[src/rtl/stack_pkg.sv]
// Shared opcode encodings and default geometry for the operand stack.
package stack_pkg;
  localparam int unsigned STACK_DEPTH = 16;
  localparam int unsigned STACK_WIDTH = 16;

  localparam logic [2:0] OP_NOP   = 3'b000;
  localparam logic [2:0] OP_PUSH  = 3'b001;
  localparam logic [2:0] OP_POP   = 3'b010;
  localparam logic [2:0] OP_REPL  = 3'b011;
  localparam logic [2:0] OP_BINOP = 3'b100;
  localparam logic [2:0] OP_DUP   = 3'b101;
  localparam logic [2:0] OP_SWAP  = 3'b110;
  localparam logic [2:0] OP_ILL   = 3'b111;
endpackage

[src/rtl/stack_spill_ram.sv]
// Spill storage for stack entries below tos/nos: one synchronous write
// port, one asynchronous read port, contents survive reset.
module stack_spill_ram #(
  parameter int unsigned NWORDS = 14,
  parameter int unsigned WIDTH  = 16,
  parameter int unsigned AW     = (NWORDS > 1) ? $clog2(NWORDS) : 1
) (
  input  logic             CLK,
  input  logic             i_we,
  input  logic [AW-1:0]    i_waddr,
  input  logic [WIDTH-1:0] i_wdata,
  input  logic [AW-1:0]    i_raddr,
  output logic [WIDTH-1:0] o_rdata
);
  logic [WIDTH-1:0] r_mem [NWORDS];

  always_ff @(posedge CLK) begin
    if (i_we) r_mem[i_waddr] <= i_wdata;
  end

  assign o_rdata = r_mem[i_raddr];
endmodule

[src/rtl/data_stack_16b.sv]
// Operand stack: tos/nos in dedicated registers, deeper entries in the
// spill RAM. Every output is a register; failing ops only raise flags.
import stack_pkg::*;

module data_stack_16b #(
  parameter int unsigned DEPTH = STACK_DEPTH,
  parameter int unsigned WIDTH = STACK_WIDTH
) (
  input  logic                       CLK,
  input  logic                       RESET_N,
  input  logic [WIDTH-1:0]           din,
  input  logic [2:0]                 op,
  input  logic                       clr_err,
  output logic [WIDTH-1:0]           tos,
  output logic [WIDTH-1:0]           nos,
  output logic [$clog2(DEPTH+1)-1:0] count,
  output logic                       empty,
  output logic                       full,
  output logic                       err_ovf,
  output logic                       err_unf,
  output logic                       err_ill
);
  localparam int unsigned CW = $clog2(DEPTH+1);
  localparam int unsigned NW = DEPTH - 2;
  localparam int unsigned AW = (NW > 1) ? $clog2(NW) : 1;

  localparam logic [CW-1:0] C_ZERO  = '0;
  localparam logic [CW-1:0] C_ONE   = CW'(1);
  localparam logic [CW-1:0] C_TWO   = CW'(2);
  localparam logic [CW-1:0] C_THREE = CW'(3);
  localparam logic [CW-1:0] C_DEPTH = CW'(DEPTH);

  logic [WIDTH-1:0] r_tos, r_nos;
  logic [CW-1:0]    r_count;
  logic             r_empty, r_full;
  logic             r_err_ovf, r_err_unf, r_err_ill;

  logic [WIDTH-1:0] w_tos_nx, w_nos_nx, w_rdata, w_spill_top;
  logic [CW-1:0]    w_count_nx;
  logic [AW-1:0]    w_waddr, w_raddr;
  logic             w_we, w_ovf, w_unf, w_ill;

  // With n entries the spill RAM holds n-2 words; index n-3 is its top and
  // a push writes the outgoing nos to index n-2.
  assign w_waddr     = AW'(r_count - C_TWO);
  assign w_raddr     = AW'(r_count - C_THREE);
  assign w_spill_top = (r_count > C_TWO) ? w_rdata : '0;

  stack_spill_ram #(
    .NWORDS (NW),
    .WIDTH  (WIDTH),
    .AW     (AW)
  ) u_spill (
    .CLK     (CLK),
    .i_we    (w_we & RESET_N),
    .i_waddr (w_waddr),
    .i_wdata (r_nos),
    .i_raddr (w_raddr),
    .o_rdata (w_rdata)
  );

  always_comb begin
    w_tos_nx   = r_tos;
    w_nos_nx   = r_nos;
    w_count_nx = r_count;
    w_we       = 1'b0;
    w_ovf      = 1'b0;
    w_unf      = 1'b0;
    w_ill      = 1'b0;
    case (op)
      OP_NOP: ;
      OP_PUSH: begin
        if (r_count != C_DEPTH) begin
          w_we       = (r_count >= C_TWO);
          w_nos_nx   = r_tos;
          w_tos_nx   = din;
          w_count_nx = r_count + C_ONE;
        end else w_ovf = 1'b1;
      end
      OP_POP: begin
        if (r_count != C_ZERO) begin
          w_tos_nx   = r_nos;
          w_nos_nx   = w_spill_top;
          w_count_nx = r_count - C_ONE;
        end else w_unf = 1'b1;
      end
      OP_REPL: begin
        if (r_count != C_ZERO) w_tos_nx = din;
        else                   w_unf    = 1'b1;
      end
      OP_BINOP: begin
        if (r_count >= C_TWO) begin
          w_tos_nx   = din;
          w_nos_nx   = w_spill_top;
          w_count_nx = r_count - C_ONE;
        end else w_unf = 1'b1;
      end
      OP_DUP: begin
        if (r_count == C_ZERO) w_unf = 1'b1;
        else if (r_count == C_DEPTH) w_ovf = 1'b1;
        else begin
          w_we       = (r_count >= C_TWO);
          w_nos_nx   = r_tos;
          w_count_nx = r_count + C_ONE;
        end
      end
      OP_SWAP: begin
        if (r_count >= C_TWO) begin
          w_tos_nx = r_nos;
          w_nos_nx = r_tos;
        end else w_unf = 1'b1;
      end
      default: w_ill = 1'b1;
    endcase
  end

  always_ff @(posedge CLK) begin
    if (!RESET_N) begin
      r_tos     <= '0;
      r_nos     <= '0;
      r_count   <= '0;
      r_empty   <= 1'b1;
      r_full    <= 1'b0;
      r_err_ovf <= 1'b0;
      r_err_unf <= 1'b0;
      r_err_ill <= 1'b0;
    end else begin
      r_tos     <= w_tos_nx;
      r_nos     <= w_nos_nx;
      r_count   <= w_count_nx;
      r_empty   <= (w_count_nx == C_ZERO);
      r_full    <= (w_count_nx == C_DEPTH);
      // A clear keeps only flags raised by this cycle's op.
      r_err_ovf <= clr_err ? w_ovf : (r_err_ovf | w_ovf);
      r_err_unf <= clr_err ? w_unf : (r_err_unf | w_unf);
      r_err_ill <= clr_err ? w_ill : (r_err_ill | w_ill);
    end
  end

  assign tos     = r_tos;
  assign nos     = r_nos;
  assign count   = r_count;
  assign empty   = r_empty;
  assign full    = r_full;
  assign err_ovf = r_err_ovf;
  assign err_unf = r_err_unf;
  assign err_ill = r_err_ill;
endmodule

[config.mk]
export PLATFORM = sky130hd
export DESIGN_NAME = data_stack_16b
export DESIGN_NICKNAME = d
export VERILOG_FILES = /design/src/rtl/stack_pkg.sv /design/src/rtl/stack_spill_ram.sv /design/src/rtl/data_stack_16b.sv
export SDC_FILE = /design/constraint.sdc
export NUM_CORES = 1
export LEC_CHECK = 0
export ABC_AREA = 1
export CORE_MARGIN = 2
export CORE_UTILIZATION = 47
export DETAILED_ROUTE_END_ITERATION = 12
export GPL_TIMING_DRIVEN = 0
export PLACE_DENSITY = 0.65
export SLEW_MARGIN = 10
export SYNTH_ARGS = -nofsm -noshare
export SYNTH_HDL_FRONTEND = slang
export SYNTH_HIERARCHICAL = 1
export SYNTH_SLANG_ARGS = --single-unit
export TNS_END_PERCENT = 20
[constraint.sdc]
create_clock -name CLK -period 3.1 [get_ports CLK]
set_input_delay 0.31 -clock CLK [delete_from_list [all_inputs] [get_ports CLK]]
set_output_delay 0.31 -clock CLK [all_outputs]
set_load 0.03 [all_outputs]
## Yosys cells after proc, flatten, opt, wreduce, memory -nomap -nowiden

Memories as Yosys holds them, arrays and structs flattened.
Cells that the tools add are included.

| storage, ports and cells | value |
|---|---|
| input bits | 22 |
| output and inout port bits | 42 |
| ROM bits | 0 |
| memory bits (writable) | 224 |
| flip-flop bits (word level) | 42 |
| latch bits | 0 |
| memories | 1 |
| word-level logic and storage cells | 84 |

Memories:

| name | words | width | rd ports | clocked after memory_dff | wr ports | line | RTL |
|---|---|---|---|---|---|---|---|
| u_spill.r_mem | 14 | 16 | 1 | 0 | 1 | stack_spill_ram.sv:15 | `logic [WIDTH-1:0] r_mem [NWORDS];` |

| operators by class | value |
|---|---|
| reductions and logical operators | 11 |
| divide/modulo/power cells | 0 |
| bitwise gates (word level) | 4 |
| eq/ne operators | 16 |
| add/subtract/negate cells | 4 |
| muxes and demuxes | 38 |
| multipliers | 0 |
| shifts and indexed selects | 0 |
| magnitude comparators | 2 |

Operators with widths:

| cell | number |
|---|---|
| $mux W16 | 12 |
| $pmux W16 S5 | 2 |
| $mux W5 | 5 |
| $pmux W5 S4 | 1 |
| $mux W1 | 15 |
| $reduce_bool A5 Y1 | 3 |
| $ne A2 B2 Y1 const B | 7 |
| $eq A5 B5 Y1 const B | 2 |
| $logic_not A5 Y1 | 2 |
| $eq A3 B3 Y1 const B | 3 |
| $sub A4 B2 Y4 const B | 2 |
| $reduce_and A7 Y1 | 1 |
| $reduce_or A7 Y1 | 1 |
| $eq A3 B2 Y1 const B | 2 |
| $reduce_and A6 Y1 | 1 |
| $add A5 B1 Y5 const B | 1 |
| $ge A5 B2 Y1 const B | 1 |
| $gt A5 B2 Y1 const B | 1 |
| $ne A5 B5 Y1 const B | 1 |
| $sub A5 B1 Y5 const B | 1 |
| $pmux W1 S2 | 2 |
| $reduce_or A2 Y1 | 2 |
| $eq A3 B1 Y1 const B | 1 |
| $logic_not A3 Y1 | 1 |
| other kinds (3) | 5 |

## Longest topological paths before layout

Gate-level depths: netlist of the first run.

| depth | value |
|---|---|
| depth in word-level cells | 7 |
| depth in mapped cells | 15 |
| gate-level depth less buffers | 13 |

## Modules after synthesis

The synthesis of the first run kept the hierarchy.

By module, submodules not included:

| module | area each (um2) | times used | cells an instance |
|---|---|---|---|
| stack_spill_ram | 9421.5 | 1 | 867 |
| data_stack_16b | 2533.7 | 1 | 392 |

## Worst setup path after synthesis of the first run

No wires, ideal clock.

| timing | value |
|---|---|
| path kind | flip-flop to flip-flop |
| start | register r_count[1] (netlist: count[1]) |
| end | memory u_spill.r_mem[10][0], enable pin |
| slack | 113 ps |
| clock period less this slack | 2987 ps |
| cell stages (with the launch flop) | 10 |
| buffers on the path | 0 |
| arrival | 2598 ps |
| library setup time | 388 ps |
| path through | dfxtp_1 > inv_1 > ha_1 > nand2_1 > nor2_1 > nand2_2 > nand3_1 > nor3_1 > nand3_1 > nor2_1 |

| between the ends | value |
|---|---|
| elaborated cells between the ends (all ways) | 12 |

RTL lines:

| what | line | RTL |
|---|---|---|
| start: declaration | data_stack_16b.sv:34 | `logic [CW-1:0] r_count;` |
| start signal: assignment | data_stack_16b.sv:130 | `r_count <= w_count_nx;` |
| $sub A4 B2 Y4 | data_stack_16b.sv:45 | `assign w_waddr = AW'(r_count - C_TWO);` |
| net w_waddr[1] | data_stack_16b.sv:40 | `logic [AW-1:0] w_waddr, w_raddr;` |
| end: declaration | stack_spill_ram.sv:15 |  |

The timed path passes the listed nets, and every way through them passes these cells.

## Worst setup path in the final report of the first run

| timing | value |
|---|---|
| start | register r_count[0] (netlist: count[0]) |
| end | register r_nos[6] (netlist: nos[6]) |

| between the ends | value |
|---|---|
| word-level cells in the longest chain between the ends | 5 |
| elaborated cells between the ends (all ways) | 19 |

RTL lines:

| what | line | RTL |
|---|---|---|
| $sub A4 B2 Y4 (*) | data_stack_16b.sv:46 | `assign w_raddr = AW'(r_count - C_THREE);` |
| net w_raddr[0] | data_stack_16b.sv:40 |  |
| $mem_v2 Z14 W16 (*) | n/a |  |
| net w_rdata[6] | data_stack_16b.sv:38 | `logic [WIDTH-1:0] w_tos_nx, w_nos_nx, w_rdata, w_spill_top;` |
| $mux W16 (*) | data_stack_16b.sv:47 | `assign w_spill_top = (r_count > C_TWO) ? w_rdata : '0;` |
| $mux W16, on equally long branches | data_stack_16b.sv:92, data_stack_16b.sv:81 |  |
| $pmux W16 S5 (*) | data_stack_16b.sv:70 | `case (op)` |
| end signal: assignment | data_stack_16b.sv:129 | `r_nos <= w_nos_nx;` |
| end: declaration | data_stack_16b.sv:33 | `logic [WIDTH-1:0] r_tos, r_nos;` |

Mark *: on every way through the listed nets, which the timed path passes. The rest lies on a longest branch. The select of a mux whose other input is x is not followed.
A chain may end at the register's enable or synchronous reset.

==> impl_results.md, run 1 <==
- Bufs and invs on worst path: 3
- Number of distinct library cells after synthesis: 32
- Detail-routed net length per standard cell: 19.0 microns
- Final period util: 94.5%
- Maximum fanout count along the critical path: 11
- Area delta synth->final: 17.7%
- Lkg Pwr: roughly 5.8 nW
- Overall fraction of global-route tracks in use: between 20% and 30%
- Cell count after placement: 1662
- Number of synthesized register bits: 266
- Largest net degree at the start of global routing: 18
- Root Buffer Master: clkbuf_16
- Mean number of vias per cell: 5.25
- Detailed-route DRC error count: 0
- Most common cell after layout, fill and taps aside: nand2_1
- Width of the die: 163 microns
- Placement Rows: 58
- Number of H-tree levels: 1
- Commonest cells after routing, fill and taps aside: 435 x nand2_1, 224 x edfxtp_1, 156 x nand3_1, 138 x inv_1, 61 x clkdlybuf4s50_1
- Clock net sink count: 266
- Floorplan die area: 26700 sq um
- Worst clock skew: 0.0128 ns
- Clock Latency Late Sink: around 0.54 ns
- Worst vdd ir: 0.449 mV
- Routed wire length on met3: 2530 microns
- Final weighted congestion of routability-driven global placement: a little under 0.9
- Setup repair after global routing missed its margin: yes
- Critical path class: flop to flop
- Post-DP HPWL: 22000 microns
- Mapped Area: 12000 sq um
- Highest layer used for signal routing: met4
- Clock-pin slew on the worst setup and hold paths: 0.07 ns
- Cell type group with the largest total delay on the critical path: buffers and inverters
- Nature of the critical path endpoint: flop
- Delay of the slowest cell on the worst path: just under 0.6 ns
- Most common cell type on the critical path: nand3_1
- Proportion of synthesized chip area in sequential cells: 63.3%
- Die Ht: ~160 microns
- Number of hold-repair buffers added at the cts stage: 0
- Yosys synthesis warning count: 6
- Crit-path cells: inv_1 > ha_1 > inv_2 > clkbuf_1 > nand3_1 > nand3_1 > nand3_1 > nand2_1 > nand3_1 > o21ai_0 > nand2_1 > a21oi_1
- Average instance area after synthesis: 9.50 sq um
- Bufs on Longest Clock Path: 3
- Number of vias in the routed layout: 8995
- Top-level port count: between 60 and 70
- Finished Layout Cells: 1713
- Slew @ Worst Pin: 0.975 ns
- Clock tree from TritonCTS: done
- Drt first pass iters: 5
- Final max-slew violation count: 0
- Hold crit path type: input port to flop
- Highest clock frequency the design can meet: 341 MHz
- Final net count: 1391
- Data required time of the worst path: 3.57 ns
- Gate count of the mapped netlist: 1259
- Met1 WL: 14100 microns
- Standard cell with the maximum stage delay on the critical path: dfxtp_1
- Initial core utilization: 47.6%
- Type of origin of the critical path: flop
- Core ar.: 25100 sq um
- Wire length on met2: 15000 microns
- Final worst setup slack: 0.170 ns
- First DRT Iteration DRCs: 922
- Critical path data arrival time: around 3.4 ns
- Final wirelength: 32600 microns
- Worst-case headroom to the max-slew limit: 34.9%
- Post-CTS repair timing setup buffer count: 0
- Number of buffers inserted by port buffering: 61
- Final setup vio count: 0
- Layout cell share with drive strength beyond 1: 9.70%
- Hold WS: 0.127 ns
- Overall power consumption: 9.24 mW
- Max-Cap Viols: 0
- Via count of the first global-routing pass: 8367
- Initial antenna violation count: 0
- Remaining global-route overflow: 0
- Number of antenna-violating nets in the routed design: 0
- Global-route wire length before repair: between 40000 and 50000 microns
- Fin. Hold Viols: 0
- Pre-CTS WS: -0.0675 ns
- Post-Syn Nets: 1289
- Pwr Density: 657 nW/um^2
- Result of the run: complete, no violations
- Number of buffers inserted during clock tree synthesis: 27
- Final min period: 2.93 ns
==> layout make-up <==
| cell class | count | area [sq um] |
|---|---|---|
| well taps | 330 | 413 |
| inverters | 148 | 558 |
| clock inverters | 10 | 97.6 |
| flip-flops and latches | 266 | 7570 |
| plain buffers | 62 | 378 |
| diodes | 1 | 2.50 |
| clock buffers | 40 | 734 |
| fillers | 2266 | 11000 |
| multi-input cells | 783 | 3540 |
| repair buffers | 73 | 787 |
==> registers in the layout, indices dropped and copies added (netlist names) <==
register / cells
err_ovf: 1
full: 1
count: 5
empty: 1
nos: 16
err_unf: 1
tos: 16
err_ill: 1
u_spill/r_mem: 224
==> worst register-to-register path, stage by stage, from the launching register on <==
cell      delay (ns)
dfxtp_1         0.59
inv_1           0.21
ha_1            0.41
inv_2           0.22
clkbuf_1        0.44
nand3_1         0.14
nand3_1         0.10
nand3_1         0.25
nand2_1         0.16
nand3_1         0.09
o21ai_0         0.08
nand2_1         0.07
a21oi_1         0.10
==> metal layers <==
layer | track usage (%) | vias up
met1 | 34.9 | 4216
met3 | 3.43 | 49
met4 | 7.62 | 0
met5 | 0 | -
met2 | 39.0 | 409
li1 | - | 4321
==> final timing paths <==
check	start	to	slack (ns)	cells after the start
setup / recovery	count[0]	nos[6]	0.17	12
hold reg to reg	err_ill	err_ill	0.48	2
hold / removal	op[2]	err_ill	0.13	3
setup reg to reg	count[0]	nos[6]	0.17	12
==> where the power goes <==
| part | total (mW) | switching (mW) | leakage, nW | internal (mW) |
|---|---|---|---|---|
| sequential | 4.23 | 0.212 | 2.39 | 4.02 |
| clock | 3.11 | 1.31 | 0.399 | 1.80 |
| combinational | 1.91 | 1.28 | 3.00 | 0.626 |
| total | 9.24 | 2.80 | 5.78 | 6.44 |
==> cell usage after synthesis, drive strengths merged <==
cell    count  share of area [%]
inv       148                4.7
dfxtp      42                7.0
o211ai      1              0.063
xnor2       1              0.073
nand3     158                6.7
ha          8               0.84
edfxtp    224                 56
a31oi       1              0.052
nand2     439                 14
nor3        5               0.25
a21oi      48                2.1
buf        49                2.7
clkbuf     13               0.41
a221oi      1              0.073
xor2        7               0.51
nor2       60                2.0
o21ai      53                2.3
nand4       1              0.052
==> cell families after synthesis <==
logic type                 synth area share, %
and+or+nand+nor                           23.0
DFF                                       63.3
buffers and inverters                     7.74
AOI/OAI and AO/OA                         4.54
xor gates and xnor gates                 0.586
adders and majority gates                0.837
==> through the flow <==
step	utilization [%]	setup TNS (ns)	area, sq um
floorplan	-	0	12000
global placement	51.7	-111.40	13000
detailed placement	52.5	-0.860	13200
CTS	55.9	-0.808	14000
global route	56.0	-0.661	14100
finish	56.1	0	14100
==> what timing repair did <==
| item | 4_1_cts | 5_1_grt |
|---|---|---|
| endpoints found under the hold margin | 0 | 0 |
| resized for setup | 2 | 17 |
| endpoints found under the setup margin | 41 | 224 |
| pin swaps | 0 | 0 |
Power figures use the tool's default switching activity.
==> run 2: changes to the inputs <==
--- a/config.mk
+++ b/config.mk
@@ -6,8 +6,10 @@
 export NUM_CORES = 1
 export LEC_CHECK = 0
 export ABC_AREA = 1
+export CORE_ASPECT_RATIO = 0.5
 export CORE_MARGIN = 2
 export CORE_UTILIZATION = 47
+export CTS_CLUSTER_SIZE = 12
 export DETAILED_ROUTE_END_ITERATION = 12
 export GPL_TIMING_DRIVEN = 0
 export PLACE_DENSITY = 0.65
==> impl_results.md, run 2 (synthesized netlist as in run 1, its figures left out) <==
- Number of H-tree levels: 1 (unchanged)
- Detailed-route DRC error count: 0 (unchanged)
- Highest clock frequency the design can meet: 329 MHz (-3.7%)
- Detail-routed net length per standard cell: 19.5 microns (+2.4%)
- Worst-case register-to-register setup slack: 0.06 ns (-0.11 ns)
- Number of buffers inserted by port buffering: 61 (unchanged)
- Hold path start: op[2]
- Largest net degree at the start of global routing: 18 (unchanged)
- Number of diodes: 0 (-1)
- Number of antenna-violating nets in the routed design: 0 (unchanged)
- Root Buffer Master: clkbuf_16
- Width of the die: 230 microns (+40%)
- Bufs on Longest Clock Path: 3 (unchanged)
- Area taken by flip-flops and latches: 7570 sq um (about the same)
- Cell-internal power: 6.18 mW (-4.0%)
- Clock Latency Late Sink: 0.54 ns (about the same)
- Remaining global-route overflow: 0 (unchanged)
- Depth of the worst register-to-register path: 14 (+2)
- Max-Cap Viols: 0 (unchanged)
- Post-DP HPWL: 22800 microns (+3.6%)
- Clock network fraction of design power: 31.3% (-2.3 points)
- Clock tree from TritonCTS: done
- Mean number of vias per cell: 5.35 (+1.9%)
- Sequential fraction of design power: 47.0% (+1.3 points)
- Final max-slew violation count: 0 (unchanged)
- Worst flop-to-flop path startpoint: count[2]
- Power spent charging and discharging nets: 2.81 mW (+0.27%)
- Area delta synth->final: 17.5%
- Final period util: 98.2% (+3.7 points)
- Combinational share of power: 21.7% (+1.0 points)
- Worst-case headroom to the max-slew limit: 31.5% (-3.4 points)
- Clock net sink count: 266 (unchanged)
- Hold WS: 0.134 ns (+0.00697 ns)
- Final min period: 3.04 ns (+0.114 ns)
- Floorplan die area: 26800 sq um (+0.29%)
- Layout cell share with drive strength beyond 1: 9.88% (+0.18 points)
- Filler cell count in the final layout: 2163 (-4.5%)
- Maximum fanout count along the critical path: 10 (-1)
- Most common cell after layout, fill and taps aside: nand2_1
- Core ar.: 25100 sq um (about the same)
- Data required time of the worst path: 3.56 ns (about the same)
- Flip-flop count of the largest register after layout: 224 (unchanged)
- Register ranked first by flip-flop count: u_spill/r_mem
- Final weighted congestion of routability-driven global placement: 0.930 (+6.2%)
- Number of buffers inserted during clock tree synthesis: 26 (-3.7%)
- Clock-pin slew on the worst setup and hold paths: 0.06 ns (about the same)
- Final net count: 1395 (+0.29%)
- End of the worst hold path: err_ill
- Worst clock skew: 0.0143 ns (+0.00147 ns)
- Fin. Hold Viols: 0 (unchanged)
- Hold crit path type: input port to flop
- Hold path depth: 3 (unchanged)
- Critical path class: flop to flop
- Pre-CTS WS: -0.342 ns (-0.275 ns)
- Slew @ Worst Pin: 1.03 ns (+0.0512 ns)
- Pwr Density: 640 nW/um^2 (-2.5%)
- Top-level port count: 64 (unchanged)
- Type of origin of the critical path: flop
- First DRT Iteration DRCs: 1101 (+19%)
- End of the worst register-to-register path: nos[13]
- Global-route wire length before repair: 50300 microns (+2.4%)
- Overall fraction of global-route tracks in use: 25.0% (+0.57 points)
- Lkg Pwr: 5.76 nW (-0.48%)
- Drt first pass iters: 6 (+1)
- Placement Rows: 41 (-29%)
- Number of hold-repair buffers added at the cts stage: 0 (unchanged)
- Result of the run: complete, no violations
- Worst vdd ir: 0.359 mV (-20%)
- Die Ht: 117 microns (-29%)
- Nature of the critical path endpoint: flop
- Final wirelength: 33500 microns (+2.9%)
- Final worst setup slack: 0.0566 ns (-0.114 ns)
- Commonest cells after routing, fill and taps aside: 434 x nand2_1, 224 x edfxtp_1, 155 x nand3_1, 138 x inv_1, 61 x clkdlybuf4s50_1
- Initial antenna violation count: 1 (+1)
- Setup repair after global routing missed its margin: yes
- Final setup vio count: 0 (unchanged)
- Sw frac: 31.2% (+0.92 points)
- Number of vias in the routed layout: 9213 (+2.4%)
- Critical path data arrival time: 3.50 ns (+0.10 ns)
- Total area of multi-input combinational cells: 3570 sq um (+0.81%)
- Via count of the first global-routing pass: 8793 (+5.1%)
- Initial core utilization: 47.7% (about the same)
run 2: cell count changes in the layout (fill, tap and decap cells not counted), moves of 2 or more:
cell / previous run / this run
nor2_2: 8 / 5
buf_1: 1 / 3
buf_4: 10 / 15
clkinv_1: 5 / 0
nor2_4: 7 / 10
bufinv_16: 2 / 0
run 2: critical path, cell delays in order, from the launching register on:
cell and delay [ns]:
dfxtp_1 0.36, buf_4 0.20, inv_1 0.12, ha_1 0.20
a21oi_1 0.18, xor2_1 0.08, buf_2 0.21, inv_1 0.22
buf_1 0.48, nand3_1 0.32, nand2_1 0.20, nand3_1 0.09
o21ai_0 0.09, nand2_1 0.10, a21oi_2 0.11
run 2: metrics by stage:
stage	instances	util, %	power, mW	setup TNS (ns)	cell area [sq um]
after floorplan	1259	-	5.43	0	12000
after global placement	1664	51.8	6.15	-138.34	13000
after detailed placement	1675	52.6	6.19	-24.48	13200
after CTS	1720	55.7	8.98	0	14000
after global routing	1721	56.0	9.35	-0.336	14000
final	1721	56.0	9.00	0	14000
run 2: worst max-delay path by stage:
| stage | slack (ns) | depth (start not counted) | end | from |
|---|---|---|---|---|
| after floorplan | 0.11 | 9 | u_spill/r_mem[10][0] | count[1] |
| after global placement | -0.81 | 9 | u_spill/r_mem[6][9] | count[1] |
| after detailed placement | -0.34 | 9 | u_spill/r_mem[9][2] | count[1] |
| after CTS | 0.03 | 10 | u_spill/r_mem[11][1] | count[1] |
| after global routing | -0.03 | 10 | u_spill/r_mem[2][3] | count[1] |
| final | 0.06 | 14 | nos[13] | count[2] |
run 2: layout make-up:
class | instances | share of cell area [%]
plain buffers | 62 | 2.67
clock buffers | 38 | 4.96
clock inverters | 2 | 0.151
inverters | 148 | 3.97
multi-input cells | 783 | 25.4
flip-flops and latches | 266 | 53.9
well taps | 344 | 3.06
repair buffers | 78 | 5.91
run 2: power by group through the flow:
stage	sequential [mW]	combinational, mW	clock (mW)
finish	4.23	1.95	2.81
global route	4.24	2.12	2.99
CTS	4.23	1.91	2.84
detailed placement	4.30	1.89	0
global placement	4.29	1.86	0
floorplan	4.33	1.10	0
run 2: timing repair:
| action | CTS | global route |
|---|---|---|
| setup buffers | 5 | 1 |
| gates resized for setup | 8 | 15 |
| pin swaps | 2 | 2 |
| setup endpoints to repair | 151 | 127 |
| cloned | 0 | 0 |
run 2: per-layer routing:
| layer | vias up | global-route usage (%) | share of wire [%] |
|---|---|---|---|
| li1 | 4324 | - | - |
| met2 | 425 | 41.2 | 45 |
| met5 | - | 0 | 0 |
| met4 | 0 | 7.49 | 2.8 |
| met1 | 4393 | 34.8 | 43 |
| met3 | 71 | 4.05 | 9.2 |
==> run 3: changes to the inputs <==
--- a/config.mk
+++ b/config.mk
@@ -13,6 +13,7 @@
 export DETAILED_ROUTE_END_ITERATION = 12
 export GPL_TIMING_DRIVEN = 0
 export PLACE_DENSITY = 0.65
+export RECOVER_POWER = 25
 export SLEW_MARGIN = 10
 export SYNTH_ARGS = -nofsm -noshare
 export SYNTH_HDL_FRONTEND = slang
==> impl_results.md, run 3 (synthesized netlist as in run 1, its figures left out) <==
- Result of the run: complete, no violations
- Number of vias in the routed layout: 9212 (-0.011%)
- Core ar.: 25100 sq um (unchanged)
- Worst vdd ir: 0.358 mV (-0.24%)
- Standard cell with the maximum stage delay on the critical path: buf_1
- Overall power consumption: 9.00 mW (about the same)
- Commonest cells after routing, fill and taps aside: 434 x nand2_1, 224 x edfxtp_1, 155 x nand3_1, 138 x inv_1, 61 x clkdlybuf4s50_1
- Hold crit path type: input port to flop
- Final period util: 98.1% (about the same)
- Clock Latency Late Sink: 0.54 ns (about the same)
- Max-Cap Viols: 0 (unchanged)
- Drt first pass iters: 5 (-1)
- Maximum fanout count along the critical path: 10 (unchanged)
- Setup repair after global routing missed its margin: yes
- Final setup vio count: 0 (unchanged)
- Number of antenna-violating nets in the routed design: 0 (unchanged)
- Post-DP HPWL: 22800 microns (unchanged)
- Width of the die: 230 microns (unchanged)
- Data required time of the worst path: 3.56 ns (about the same)
- Nature of the critical path endpoint: flop
- Number of hold-repair buffers added at the cts stage: 0 (unchanged)
- Number of diodes: 0 (unchanged)
- Final min period: 3.04 ns (-0.00274 ns)
- Top-level port count: 64 (unchanged)
- Root Buffer Master: clkbuf_16
- Final cell utilization of the core: 56.0% (unchanged)
- First DRT Iteration DRCs: 1097 (-0.36%)
- Worst-case headroom to the max-slew limit: 31.6% (+0.032 points)
- Clock tree from TritonCTS: done
- Register ranked first by flip-flop count: u_spill/r_mem
- Number of buffers inserted during clock tree synthesis: 26 (unchanged)
- Clock net sink count: 266 (unchanged)
- Placement Rows: 41 (unchanged)
- Slew @ Worst Pin: 1.03 ns (-0.000473 ns)
- Pwr Density: 640 nW/um^2 (about the same)
- Cell type group with the largest total delay on the critical path: buffers and inverters
- Delay of the slowest cell on the worst path: 0.48 ns (about the same)
- Via count of the first global-routing pass: 8793 (unchanged)
- Number of H-tree levels: 1 (unchanged)
- Flip-flop count of the largest register after layout: 224 (unchanged)
- Bufs on Longest Clock Path: 3 (unchanged)
- Clock-pin slew on the worst setup and hold paths: 0.06 ns (about the same)
- Final max-slew violation count: 0 (unchanged)
- Global-route wire length before repair: 50300 microns (unchanged)
- Initial core utilization: 47.7% (unchanged)
- Detail-routed net length per standard cell: 19.5 microns (about the same)
- Final net count: 1395 (unchanged)
- Highest clock frequency the design can meet: 329 MHz (about the same)
- Type of origin of the critical path: flop
- Overall fraction of global-route tracks in use: 25.0% (unchanged)
- Detailed-route DRC error count: 0 (unchanged)
- Crit-path cells: buf_4 > inv_1 > ha_1 > a21oi_1 > xor2_1 > buf_2 > inv_1 > buf_1 > nand3_1 > nand2_1 > nand3_1 > o21ai_0 > nand2_1 > a21oi_2
- Remaining global-route overflow: 0 (unchanged)
- Filler cell count in the final layout: 2163 (unchanged)
- Final wirelength: 33500 microns (about the same)
- Mean number of vias per cell: 5.35 (about the same)
- Floorplan die area: 26800 sq um (unchanged)
- Initial antenna violation count: 1 (unchanged)
- Critical path class: flop to flop
- Final weighted congestion of routability-driven global placement: 0.930 (unchanged)
- Bufs and invs on worst path: 5 (unchanged)
- Number of buffers inserted by port buffering: 61 (unchanged)
- Most common cell after layout, fill and taps aside: nand2_1
- Die Ht: 117 microns (unchanged)
- Fin. Hold Viols: 0 (unchanged)
- Largest net degree at the start of global routing: 18 (unchanged)
- Critical path data arrival time: 3.50 ns (about the same)
- Layout cell share with drive strength beyond 1: 9.88% (unchanged)
- Lkg Pwr: 5.76 nW (unchanged)
- Area delta synth->final: 17.5% (unchanged)
- Final sum of negative setup slack: 0 ns (unchanged)
- Worst clock skew: 0.0149 ns (+0.000637 ns)
[run 3: timing repair]
action | in CTS | in global routing
resized for setup | 8 | 15
buffers inserted | 5 | 1
setup endpoints to repair | 151 | 127
gates cloned | 0 | 0
pin swaps | 2 | 2
[run 3: layer usage]
layer | global-route usage (%) | vias up | routed length, microns
met5 | 0 | - | 0
met4 | 7.49 | 0 | 954
met3 | 4.05 | 73 | 3120
met2 | 41.2 | 430 | 15200
met1 | 34.8 | 4387 | 14200
li1 | - | 4322 | -
[run 3: power by group]
| group | internal [mW] | leakage [nW] | switching, mW |
|---|---|---|---|
| Sequential | 4.02 | 2.39 | 0.211 |
| Combinational | 0.627 | 3.02 | 1.33 |
| Clock | 1.54 | 0.348 | 1.27 |
| Total | 6.18 | 5.76 | 2.81 |
[run 3: path summary, 6_finish.rpt]
check,startpoint,endpoint,slack [ns],depth (start not counted)
worst max-delay path,count[2],nos[13],0.06,14
worst max register to register,count[2],nos[13],0.06,14
worst min register to register,err_ovf,err_ovf,0.47,2
worst min-delay path,op[2],err_ill,0.13,3
[run 3: worst min-delay path: stages]
cell     delay (ns)
buf_2          0.16
nand3_1        0.08
a21oi_1        0.06
[run 3: cell type report]
type	count	area (sq um)	share of cell area (%)
plain buffers	62	375	2.67
clock buffers	38	697	4.96
clock inverters	2	21.3	0.151
inverters	148	558	3.97
multi-input cells	783	3570	25.4
flip-flops and latches	266	7570	53.9
well taps	344	430	3.06
repair buffers	78	830	5.91
[run 3: per-stage QoR]
step / std cells / hold WS (ns) / worst slack, ns / cell area, sq um
after floorplan: 1259 / 0.470 / 0.113 / 12000
after global placement: 1664 / 0.457 / -0.811 / 13000
after detailed placement: 1675 / 0.466 / -0.342 / 13200
after CTS: 1720 / 0.122 / 0.0315 / 14000
after global routing: 1721 / 0.145 / -0.0316 / 14000
final: 1721 / 0.134 / 0.0593 / 14000
==> patch 1: new RTL, settings of run 1 <==
Set the package constant `STACK_DEPTH` to 32 (it was 16).
--- a/src/rtl/stack_pkg.sv
+++ b/src/rtl/stack_pkg.sv
@@ -2,3 +2,3 @@
 package stack_pkg;
-  localparam int unsigned STACK_DEPTH = 16;
+  localparam int unsigned STACK_DEPTH = 32;
   localparam int unsigned STACK_WIDTH = 16;
Ports: changed (resized count); port bits go from 64 to 65. No check against the original RTL was run, so the function may have changed too.
==> patch 1 against run 1 <==
Largest cell class unchanged; worst setup slack worse by 0.12 ns; combinational power rose to 3.8 times the old value; critical path depth unchanged; power up 150%; sequential power up 120%; core utilization down 0.28 points; routed wire length up 110%; clock power up 100%; sequential cell count up 257; final area up 88%; clock skew up 0.0010 ns; synthesized area up 88%.
==> patch 1: results (changes against run 1) <==
- Run status: finished, final reports clean
- Met2 Resource Use GR: 0.430 (+0.0396)
- M3 GR Usage: 0.0489 (+0.0146)
- Worst hold slack: 0.141 ns (+0.0138 ns)
- Global-route wire length before repair: 99.9 mm (+100%)
- Tot GR Track Use: 0.272 (+0.0275)
- Syn_nets: 2154 (+67%)
- Syn_area_per_cell: 10.6 µm² (+11%)
- Non-clk bufs: 229 (+70%)
- WL met1: 26.7 mm (+89%)
- Comb_multi_in: 1414 (+81%)
- Flop2flop setup slack: 0.05 ns (-0.12 ns)
- Layout Cells excl Fill: 2943 (+72%)
- Crit-path max cell delay: 0.44 ns (-0.15 ns)
- DR vias: 16664 (+85%)
- Initial DRC count: 1890 (+100%)
- Vias in the first global route: 15853 (+89%)
- Largest net degree at the start of global routing: 33 (+15)
- CTS Buf Count: 52 (+93%)
- IR drop worst, VDD: 513 µV (+14%)
- Clock buffers: 59 (+48%)
- PD cells: 863 nW/µm² (+31%)
- Total Wirelength: 67.2 mm (+110%)
- Worst setup path endpoint: u_spill/r_mem[5][4]
- Max FFs per register: 480 (+110%)
- ClkCell Share: 0.0631 (+0.00395)
- Filler Cell Count: 3996 (+76%)
- Worst hold path startpoint: RESET_N
- # nets final: 2316 (+66%)
- Placed cell count: 2829 (+70%)
- Post-DP HPWL: 45.3 mm (+110%)
- Commonest cells in the netlist: nand2_1, edfxtp_1, nand3_1, nor2_1, inv_1
- GPL Wtd Cong: 0.900 (+2.7%)
- Clock latency on the worst-skew pair: 0.60 ns (+0.06 ns)
- Layout area overhead: 18.0%
- Ant. Diodes: 0 (-1)
- Place WS: -0.358 ns (-0.291 ns)
- Met2 wire length: 30.9 mm (+110%)
- Met1 global-route usage: 0.374 (+0.0252)
- Crit path DAT: 3.34 ns (-0.06 ns)
- Synth unique cells: 37 (+16%)
- Placed inst area: 24300 µm² (+84%)
- Fraction of area in multi-input gates: 0.240 (-0.0111)
- Fraction of layout cells with a size suffix above 1: 0.134 (+0.0366)
- Final non-clock buffer share: 0.0795 (-0.00324)
- PortBufs: 62 (+1.6%)
- Seq area share: 0.578 (+0.0405)
- EDFF count, synth: 480 (+110%)
- Setup Skew: 0.0138 ns (+0.000997 ns)
- Seq/Total Area, Yosys: 0.681 (+0.0481)
patch 1: cells by family (layout without fill, tap and decap cells):
kind of cell             after synthesis  in the layout  share of synthesized area
adder cells (fa/ha/maj)                7              7                    0.00390
AND/OR/NAND/NOR                     1334           1334                      0.251
buffers and inverters                188            391                     0.0455
XOR/XNOR                               8              8                    0.00312
AO/OA/AOI/OAI                         65             65                     0.0155
flip-flops                           523            523                      0.681
patch 1: where the power goes:
part | internal [µW] | switching [µW] | total (µW) | leakage, µW
clock | 3610 | 2640 | 6250 | 0.000824
sequential | 8430 | 896 | 9320 | 0.00476
combinational | 2110 | 5160 | 7270 | 0.00457
total | 14100 | 8690 | 22800 | 0.0102
patch 1: what timing repair did:
item,in CTS,in global routing
pin swaps,8,4
endpoints found under the setup margin,423,224
hold buffers,2,0
endpoints found under the hold margin,2,0
buffers inserted,11,6
resized for setup,38,21
patch 1: worst min-delay path, cell delays in order:
cell and delay (ns):
buf_1 0.21, nand2_1 0.14, nor2_1 0.04
==> patch 2: new RTL, flow settings as in run 1 <==
Without the edit above. Reset style: asynchronous (`RESET_N`), changed in one clocked block.
--- a/src/rtl/data_stack_16b.sv
+++ b/src/rtl/data_stack_16b.sv
@@ -116,3 +116,3 @@
 
-  always_ff @(posedge CLK) begin
+  always_ff @(posedge CLK or negedge RESET_N) begin
     if (!RESET_N) begin
Formal check against the unedited RTL: differs if RESET_N is asserted again (counterexample within 4 cycles, from zero or initial values and one cycle with RESET_N low); with RESET_N held inactive, the same outputs for 4 cycles.
==> patch 2 against run 1 <==
Final area increased by 1.1%; hold slack better by 0.012 ns; synthesized area rose by 0.90%; global-route usage decreased by 1.2 points; largest cell class unchanged; sequential cell count is the same; synthesized cell count decreased by 2.0%; cell count shrank 1.6%; routed wire length shrank 5.5%; clock skew rose by 0.0022 ns; worst setup slack worse by 0.028 ns; fmax shrank 0.96%; first-iteration DRC count fell by 29%.
Power is not compared: it rests on default switching activity, and its combinational part moved more than twofold at a synthesized area within 25%.
==> patch 2: results (changes against run 1) <==
- Final non-clock buffer share: 0.0813 (-0.00142)
- Ant. Diodes: 0 (-1)
- Tot GR Track Use: 0.232 (-0.0123)
- Crit path DAT: 3.10 ns (-0.30 ns)
- Ranking of synthesized cells by area: edfxtp_1, nand2_1, dfrtp_1
- Area of the core: 25200 µm² (+0.29%)
- Seq/Total Area, Yosys: 0.645 (+0.0119)
- Setup Skew: 0.0150 ns (+0.00218 ns)
- Non-clk bufs: 136 (+0.74%)
- ClkCell Share: 0.0640 (+0.00491)
- Placed inst area: 13300 µm² (+0.73%)
- Metal3 WL: 1.92 mm (-24%)
- Compound-cell area share of the yosys netlist: 0.0315 (-0.0139)
- Fraction of layout cells with a size suffix above 1: 0.103 (+0.00555)
- Initial DRC count: 652 (-29%)
- GPL Wtd Cong: 0.897 (+2.4%)
- CTS Buf Count: 28 (+3.7%)
- Ys async rst share: 0.158 (+0.158)
- Final Cell Area: 14200 µm² (+1.1%)
- Inverters, non-clock: 128 (-14%)
- Vias in the first global route: 8325 (-0.50%)
- Global-route wire length before repair: 47.0 mm (-4.4%)
- Total Wirelength: 30.8 mm (-5.5%)
- Run status: finished, final reports clean
- Drt first pass iters: 7 (+2)
- Post-DP HPWL: 21.1 mm (-4.1%)
- Syn_area_per_cell: 9.78 µm² (+2.9%)
- Syn_nets: 1264 (-1.9%)
-- patch 2: where the power goes --
part	switching (µW)	internal, µW	total [µW]	leakage, µW
clock network	1290	2030	3320	0.000439
logic	4610	2100	6720	0.00307
registers	802	4600	5400	0.00256
total	6710	8730	15400	0.00607
-- patch 2: cell families (layout without fill, tap and decap cells) --
group | Yosys count | after routing
flip-flops | 266 | 266
AND/OR/NAND/NOR | 690 | 690
buffers and inverters | 191 | 313
XOR/XNOR | 7 | 7
AO/OA/AOI/OAI | 72 | 72
adder cells (fa/ha/maj) | 8 | 8
-- patch 2: path summary, 6_finish.rpt --
check | from | endpoint | slack (ns) | cells after the start
setup / recovery | count[2] | u_spill/r_mem[8][1] | 0.14 | 10
hold / removal | op[2] | err_ill | 0.14 | 3
setup reg to reg | count[2] | u_spill/r_mem[8][1] | 0.14 | 10
hold reg to reg | tos[14] | tos[14] | 0.52 | 2
max in group asynchronous | RESET_N | empty | 2.41 | 3
min in group asynchronous | RESET_N | tos[10] | 0.18 | 2
-- patch 2: critical path, stage by stage, from the launching register on --
cell	delay, ns
dfrtp_1	0.37
buf_2	0.25
inv_1	0.12
ha_1	0.23
nand2_1	0.13
nor2_4	0.05
nand2_2	0.10
nand2_1	0.06
nor2_1	0.23
nand3_1	0.25
nor2_2	0.76
-- patch 2: repair_timing --
| action | CTS | global route |
|---|---|---|
| hold buffers | 1 | 0 |
| endpoints found under the hold margin | 41 | 0 |
| gates resized for setup | 0 | 11 |
| buffers inserted | 0 | 0 |
| endpoints found under the setup margin | 0 | 78 |
-- patch 2: per-layer routing --
layer,global-route usage,vias up
met1,0.310,4191
met4,0.0849,0
met5,0,-
li1,-,4255
met2,0.390,290
met3,0.0311,48
